### src/rtl/uart_tx_frame.sv
// uart_tx_frame: UART transmitter. Shifts one DBIT-wide word out LSB first,
// framed by a start bit and a stop period. Bit timing comes from an external
// oversample tick (16 ticks per bit). syn_clr gives a synchronous abort to
// IDLE. The tx pin is driven straight from a flop so it is glitch-free.
module uart_tx_frame #(
  parameter int DBIT    = 8,
  parameter int SB_TICK = 16
) (
  input  logic            clk,
  input  logic            reset_n,
  input  logic            syn_clr,
  input  logic            s_tick,
  input  logic            tx_start,
  input  logic [DBIT-1:0] din,
  output logic            tx_busy,
  output logic            tx_done_tick,
  output logic            tx
);

  // The tick counter must reach both 15 (one bit time) and SB_TICK-1 (stop period).
  localparam int SW = (SB_TICK > 16) ? $clog2(SB_TICK) : 4;
  localparam int NW = $clog2(DBIT);

  localparam logic [SW-1:0] S_BIT_LAST  = SW'(32'd15);
  localparam logic [SW-1:0] S_STOP_LAST = SW'(SB_TICK - 32'd1);
  localparam logic [NW-1:0] N_LAST      = NW'(DBIT - 32'd1);

  typedef enum logic [1:0] {
    IDLE  = 2'd0,
    START = 2'd1,
    DATA  = 2'd2,
    STOP  = 2'd3
  } state_t;

  state_t          r_state, w_state_next;
  logic [SW-1:0]   r_s, w_s_next;
  logic [NW-1:0]   r_n, w_n_next;
  logic [DBIT-1:0] r_b, w_b_next;
  logic            r_tx, w_tx_next;
  logic            r_busy;
  logic            r_done, w_done_next;

  // Next-state logic; the abort overrides everything else.
  always_comb begin
    w_state_next = r_state;
    w_s_next     = r_s;
    w_n_next     = r_n;
    w_b_next     = r_b;
    w_done_next  = 1'b0;
    if (syn_clr) begin
      w_state_next = IDLE;
      w_s_next     = '0;
      w_n_next     = '0;
    end else begin
      case (r_state)
        IDLE: begin
          if (tx_start) begin
            w_b_next     = din;
            w_s_next     = '0;
            w_state_next = START;
          end else begin
            w_state_next = IDLE;
          end
        end
        START: begin
          if (s_tick) begin
            if (r_s == S_BIT_LAST) begin
              w_s_next     = '0;
              w_n_next     = '0;
              w_state_next = DATA;
            end else begin
              w_s_next = r_s + 1'b1;
            end
          end else begin
            w_s_next = r_s;
          end
        end
        DATA: begin
          if (s_tick) begin
            if (r_s == S_BIT_LAST) begin
              w_s_next = '0;
              w_b_next = r_b >> 1;
              if (r_n == N_LAST) begin
                w_state_next = STOP;
              end else begin
                w_n_next = r_n + 1'b1;
              end
            end else begin
              w_s_next = r_s + 1'b1;
            end
          end else begin
            w_s_next = r_s;
          end
        end
        STOP: begin
          if (s_tick) begin
            if (r_s == S_STOP_LAST) begin
              w_state_next = IDLE;
              w_done_next  = 1'b1;
            end else begin
              w_s_next = r_s + 1'b1;
            end
          end else begin
            w_s_next = r_s;
          end
        end
        default: begin
          w_state_next = IDLE;
        end
      endcase
    end
  end

  // Line level follows the state being entered, so the pin moves on the same edge as the state.
  always_comb begin
    w_tx_next = 1'b1;
    case (w_state_next)
      IDLE:    w_tx_next = 1'b1;
      START:   w_tx_next = 1'b0;
      DATA:    w_tx_next = w_b_next[0];
      STOP:    w_tx_next = 1'b1;
      default: w_tx_next = 1'b1;
    endcase
  end

  // State, counters, shift register and registered outputs.
  always_ff @(posedge clk or negedge reset_n) begin
    if (!reset_n) begin
      r_state <= IDLE;
      r_s     <= '0;
      r_n     <= '0;
      r_b     <= '0;
      r_tx    <= 1'b1;
      r_busy  <= 1'b0;
      r_done  <= 1'b0;
    end else begin
      r_state <= w_state_next;
      r_s     <= w_s_next;
      r_n     <= w_n_next;
      r_b     <= w_b_next;
      r_tx    <= w_tx_next;
      r_busy  <= (w_state_next != IDLE);
      r_done  <= w_done_next;
    end
  end

  assign tx           = r_tx;
  assign tx_busy      = r_busy;
  assign tx_done_tick = r_done;

endmodule
### config.mk
export PLATFORM = sky130hd
export DESIGN_NAME = uart_tx_frame
export DESIGN_NICKNAME = d
export VERILOG_FILES = /design/src/rtl/uart_tx_frame.sv
export SDC_FILE = /design/constraint.sdc
export NUM_CORES = 1
export LEC_CHECK = 0
export ABC_AREA = 1
export CORE_MARGIN = 2
export CORE_UTILIZATION = 54
export DETAILED_ROUTE_END_ITERATION = 16
export PLACE_DENSITY = 0.79
export SETUP_SLACK_MARGIN = 0.15
export SYNTH_ARGS = -nofsm -noshare
export SYNTH_HDL_FRONTEND = slang
export SYNTH_SLANG_ARGS = --single-unit
### constraint.sdc
create_clock -name clk -period 2.25 [get_ports clk]
set_input_delay 0.3375 -clock clk [delete_from_list [all_inputs] [get_ports clk]]
set_output_delay 0.3375 -clock clk [all_outputs]
set_load 0.02 [all_outputs]
==> flow_summary.ini, run 1 <==
[synth]
ys_seq_elements = 20
synth_cells = 145
synthArstFlopShare = 1.00
synth_flop_cell = dfrtp_1
syn-num-nets = 168
synth_top_area_cell = dfrtp_1
synth_area_sq_mm = 0.00123
synth.avg_cell_area_sq_um = 8.46
synth-seq-area-share = 0.409
synth.distinct_cells = 28
ys_top_cells_by_area = dfrtp_1 (39%), ha_1 (10%), inv_1 (7.0%)
synth_edf_count = 0
yosysTopAreaCellShare = 0.388
ys.warnings.count = 0

[sta]
rsz0062_at_grt = no
finalCritPeriodShare = 0.837
finClkSkew_ns = 0.00550
hold_viol = 0
setup_viol = 0
worst_slew_pin_slew_ns = 0.493
fin_tns_setup_ns = 0
slew_viol_final = 0
fin_crit_ns = 1.88
maxSlewHeadroom = 0.670
max_freq_mhz = 531

[global_routing]
grt_usage = 0.204
grt_max_degree = 13
grt_pass1_vias = 934
grt.overflow.total = 0
antenna_found_initial = 0
grt_pass1_wl_mm = 4.06

[route]
drt_iter0_markers = 10
wl_per_cell_microns = 12.2
drt-total-wl_mm = 2.35
drt_pass1_iterations = 4
viasPerCell = 5.19
ant_nets = 0
drc = 0
vias = 996

[pwr]
peakVddDrop_mv = 0.395
power_w = 0.000775
p_leak_nw = 0.659
power_density_mw_per_mm2 = 541

[finish]
syn_to_final_growth_pct = 16.8
finalNonFillerCells = 192
fillers = 193
nets = 188
drive_gt1_frac = 0.152
insertedDiodeCount = 0

[worst_setup_path]
crit_path_frequent_cell = ha_1
cp_max_fo = 8
cp-startpoint = r_s[0]
crit_arrival_ns = 2.12
rr_startpoint = r_s[0]
criticalPathCategory = flop to flop
path_cells = ha_1 -> nand4_4 -> o21ai_1 -> nor2_1 -> nor3_2 -> inv_2 -> ha_1 -> a21oi_2
cp-start-kind = flop
max_stage_delay_ns = 0.41
crit_slowest_cell = dfrtp_1
end_kind = flop
crit_required_ns = 2.49

[clocking]
tritoncts = built
cts_resized = 0
cts.sinks = 20
hold_buffers = 0
htreeDepth = 1
clk-insertion-delay-late_ns = 0.30
post-cts-setup-buffer-count = 0
cts_buffers = 3
clockBufferDepth = 2
cts-root-buf = clkbuf_4
path_clk_slew_ns = 0.12

[place]
hpwl_mm = 1.82
port_buffers = 15
place_congestion = 0.854
dpl.cell_count = 188

[floorplanning]
start_util = 0.565
die_x_microns = 51.7
die_h_microns = 51.7
fp.coreArea_sq_mm = 0.00217
num_rows = 17
io-pin-count = 16
die-area_sq_mm = 0.00267

[run_status]
status = finished clean

[worst_hold_path]
hp-class = primary input to async pin

[run]
drv_cap = 0
registers in the layout, summed over array words and instances (netlist names):
signal and count:
r_s 4, r_state 2, tx 1, r_b 8
tx_done_tick 1, r_n 3, tx_busy 1
placed cells by master (no fill, tap or decap):
cell	synthesis	final
clkdlybuf4s50_1	0	15
nor2_1	10	10
a21oi_2	1	1
a21oi_1	10	10
dfstp_2	1	1
o22ai_1	2	2
nor3_1	1	1
clkinv_1	1	1
nand2_1	23	23
clkbuf_1	0	1
or2_1	1	1
nand4_4	1	1
nand2_2	3	3
clkbuf_4	0	3
nor2_4	1	1
dfrtp_1	19	19
nor3_2	1	1
nand3_1	9	9
ha_1	10	10
inv_1	23	23
a21boi_0	1	1
o21ai_1	2	2
inv_2	2	2
nand3_2	4	4
o21ai_2	5	5
xor2_1	1	1
nand4_1	3	3
o21ai_0	7	7
buf_4	0	2
clkinv_2	1	1
cell usage after synthesis (3+ instances only):
cell type  count
nand2_1       23
inv_1         23
o21ai_0        7
ha_1          10
dfrtp_1       19
a21oi_1       10
nand2_2        3
nor2_1        10
nand3_1        9
nand3_2        4
o21ai_2        5
nand4_1        3
per-stage QoR:
step | util | setup WS (ns) | hold slack, ns | cell area, sq um
2_1_floorplan | - | 0.553 | 0.0419 | 1230
3_3_place_gp | 0.648 | 0.300 | 0.463 | 1410
3_5_place_dp | 0.648 | 0.239 | 0.464 | 1410
4_1_cts | 0.660 | 0.372 | 0.372 | 1430
5_1_grt | 0.660 | 0.172 | 0.392 | 1430
6_report | 0.660 | 0.367 | 0.357 | 1430
metal layers:
layer  share of wire  global-route usage
met1            0.50               0.274
met2            0.47               0.331
met3           0.026              0.0345
met4          0.0090              0.0746
met5               0                   0
final cells by class:
type / instances / area (sq um) / share of cell area
Sequential cell: 20 / 502 / 0.350
Clock buffer: 4 / 26.3 / 0.0183
Tap cell: 28 / 35.0 / 0.0245
Timing Repair Buffer: 17 / 165 / 0.115
Inverter: 27 / 103 / 0.0716
Multi-Input combinational cell: 96 / 602 / 0.420
worst paths after layout:
path	to	slack, ns	depth (start not counted)
setup reg to reg	tx	0.37	8
hold / removal	r_n[2]	0.36	1
max in group asynchronous	tx	1.29	2
hold reg to reg	r_b[0]	0.49	2
min in group clk	r_b[0]	0.49	2
setup / recovery	tx	0.37	8
worst max-delay path: cells and delay by family (launching register included):
kind | cells | cell delay [ns]
AOI/OAI and AO/OA | 2 | 0.30
adders and majority gates | 2 | 0.59
buffers and inverters | 1 | 0.07
and+or+nand+nor | 3 | 0.44
DFF | 1 | 0.41
power breakdown:
| group | switching (W) | leakage, nW | internal (W) |
|---|---|---|---|
| registers | 0.0000203 | 0.264 | 0.000401 |
| logic | 0.000101 | 0.380 | 0.0000736 |
| clock network | 0.000111 | 0.0150 | 0.0000689 |
| total | 0.000232 | 0.659 | 0.000543 |
cells by family (layout without fill, tap and decap cells):
logic type      Yosys count  count (layout)  synth area share
buf+inv                  29              48             0.100
flops                    20              20             0.409
fa+ha+maj                10              10             0.102
xor+xnor                  1               1           0.00714
simple gates             57              57             0.245
compound gates           28              28             0.137
Power figures use the tool's default switching activity.
==> run 2: changes to the inputs <==
--- a/config.mk
+++ b/config.mk
@@ -7,9 +7,9 @@
 export LEC_CHECK = 0
 export ABC_AREA = 1
 export CORE_MARGIN = 2
-export CORE_UTILIZATION = 54
+export CORE_UTILIZATION = 48
 export DETAILED_ROUTE_END_ITERATION = 16
-export PLACE_DENSITY = 0.79
+export PLACE_DENSITY = 0.75
 export SETUP_SLACK_MARGIN = 0.15
 export SYNTH_ARGS = -nofsm -noshare
 export SYNTH_HDL_FRONTEND = slang
==> constraint.sdc (replaced) <==
create_clock -name clk -period 1.56 [get_ports clk]
set_input_delay 0.234 -clock clk [delete_from_list [all_inputs] [get_ports clk]]
set_output_delay 0.234 -clock clk [all_outputs]
set_load 0.02 [all_outputs]
==> run 2 against run 1 <==
The run now ends with negative setup slack left. Worst hold slack lost 0.12 ns. Clock skew shrank 0.0018 ns. Global-route usage grew 4.9 points. Maximum frequency grew 8.4%. Power grew 95%. Worst setup slack lost 0.54 ns. Wire length grew 64%. Largest power group unchanged.
==> flow_summary.ini, run 2 (synthesized netlist as in run 1, its figures left out) <==
[finish]
insertedDiodeCount = 0
utilization = 0.811
reg_top3 = r_b (8), r_s (4), r_n (3)
nets = 213
largest_register = r_b
fillers = 136
syn_to_final_growth_pct = 62.3
drive_gt1_frac = 0.561
final_common_cell = buf_4
final_cell_mix = buf_4 (22), dfrtp_1 (19), inv_1 (16)
largest_reg_flops = 8

[sta]
hold_viol = 0
slew_viol_final = 0
maxSlewHeadroom = 0.794
fin_crit_ns = 1.74
finClkSkew_ns = 0.00375
setup_viol = 5
fin_tns_setup_ns = -0.257
max_freq_mhz = 576
finalCritPeriodShare = 1.11
setup_ws_ns = -0.177
rsz0062_at_grt = yes
worst_slew_pin_slew_ns = 0.307

[worst_setup_path]
crit_slowest_cell = dfrtp_1
rr_startpoint = r_state[1]
crit_required_ns = 1.82
ff2ff_path_depth = 9
cp_max_fo = 4
criticalPathCategory = flop to flop
path_cells = inv_2 -> ha_4 -> inv_1 -> o21ai_2 -> a21oi_2 -> nor2_2 -> inv_2 -> ha_4 -> a21oi_2
end_kind = flop
reg2reg_slack_ns = -0.18
cp_top_family = flip-flops
cp-startpoint = r_state[1]
crit_arrival_ns = 2.00
crit_cells = 9
max_stage_delay_ns = 0.47
cp-start-kind = flop
path_buf_inv = 3

[pwr]
peakVddDrop_mv = 0.666
p_leak_nw = 0.895
power_density_mw_per_mm2 = 758

[clocking]
cts-root-buf = clkbuf_4
cts_buffers = 3
clk-insertion-delay-late_ns = 0.31
hold_buffers = 0
tritoncts = built
cts.sinks = 20
htreeDepth = 1
clockBufferDepth = 2
path_clk_slew_ns = 0.13

[route]
drt-total-wl_mm = 3.85
drc = 0
wl_per_cell_microns = 17.6
ant_nets = 0
vias = 1198
drt_pass1_iterations = 4
viasPerCell = 5.47
drt_iter0_markers = 21

[floorplanning]
io-pin-count = 16
die-area_sq_mm = 0.00297
die_x_microns = 54.5
fp.coreArea_sq_mm = 0.00245
num_rows = 18
start_util = 0.499
die_h_microns = 54.5

[global_routing]
antenna_found_initial = 0
grt_pass1_vias = 1098
grt_pass1_wl_mm = 5.22
grt.overflow.total = 0
grt_max_degree = 21
grt_usage = 0.253

[place]
port_buffers = 15
hpwl_mm = 2.00
place_congestion = 0.812

[run]
drv_cap = 0

[worst_hold_path]
hp-class = primary input to async pin

[run_status]
violations = negative setup slack
status = finished, violations left
[run 2: cell types whose count changed in the layout (fill, tap and decap cells not counted), sizes merged]
| cell | previous run | this run |
|---|---|---|
| clkdlybuf4s50 | 15 | 12 |
| inv | 25 | 27 |
| clkdlybuf4s15 | 0 | 1 |
| clkinv | 2 | 1 |
| buf | 2 | 25 |
| dlygate4sd2 | 0 | 2 |
| bufinv | 0 | 1 |
[run 2: final timing paths]
| check | to |
|---|---|
| max in group asynchronous | tx |
| min reg2reg | r_b[0] |
| min in group clk | r_b[7] |
| min | r_s[2] |
| max | tx |
| max reg2reg | tx |
[run 2: area by class of cell]
| class | instances | area, sq um | share of cell area |
|---|---|---|---|
| Multi-Input combinational cell | 96 | 895 | 0.449 |
| Clock inverter | 1 | 30.0 | 0.0151 |
| Sequential cell | 20 | 502 | 0.252 |
| Timing Repair inverter | 1 | 11.3 | 0.00566 |
| Clock buffer | 3 | 22.5 | 0.0113 |
| Timing Repair Buffer | 41 | 380 | 0.191 |
| Tap cell | 30 | 37.5 | 0.0189 |
| Inverter | 27 | 113 | 0.0566 |
[run 2: layer usage]
metal / vias to the layer above / part of all wire / track usage
li1: 559 / - / -
met1: 581 / 0.42 / 0.316
met2: 45 / 0.51 / 0.452
met3: 13 / 0.042 / 0.0355
met4: 0 / 0.029 / 0.0708
met5: - / 0 / 0
[run 2: power by group]
part / switching, W / internal, W / total (W)
logic: 0.000246 / 0.000207 / 0.000453
registers: 0.0000347 / 0.000578 / 0.000613
clock network: 0.000183 / 0.000260 / 0.000443
total: 0.000464 / 0.00105 / 0.00151
[run 2: worst register-to-register path, cell delays in order (launching register included)]
cell and delay, ns:
dfrtp_1 0.47, inv_2 0.13, ha_4 0.16, inv_1 0.07
o21ai_2 0.14, a21oi_2 0.07, nor2_2 0.20, inv_2 0.09
ha_4 0.24, a21oi_2 0.11
[run 2: through the flow]
stage | hold WS (ns) | std cells | total power [W] | area [sq um] | setup WS, ns
6_report | 0.239 | 219 | 0.00151 | 1990 | -0.177
3_3_place_gp | 0.464 | 204 | 0.000918 | 1590 | -0.196
2_1_floorplan | -0.0616 | 145 | 0.000800 | 1310 | 0.0455
3_5_place_dp | 0.464 | 204 | 0.000937 | 1590 | -0.243
5_1_grt | 0.272 | 219 | 0.00157 | 1990 | -0.235
4_1_cts | 0.263 | 214 | 0.00145 | 1840 | -0.0441
[run 2: repair_timing]
| item | CTS | global route |
|---|---|---|
| endpoints found under the setup margin | 19 | 19 |
| gates cloned | 1 | 1 |
| resized for setup | 56 | 23 |
| pin swaps | 19 | 9 |
| setup buffers | 5 | 4 |
==> run 3: changes to the inputs <==
--- a/config.mk
+++ b/config.mk
@@ -8,6 +8,7 @@
 export ABC_AREA = 1
 export CORE_MARGIN = 2
 export CORE_UTILIZATION = 48
+export CTS_CLUSTER_DIAMETER = 80
 export DETAILED_ROUTE_END_ITERATION = 16
 export PLACE_DENSITY = 0.75
 export SETUP_SLACK_MARGIN = 0.15
==> results of run 3 <==
Final layout, timing and power as in run 2 (identical DEF).
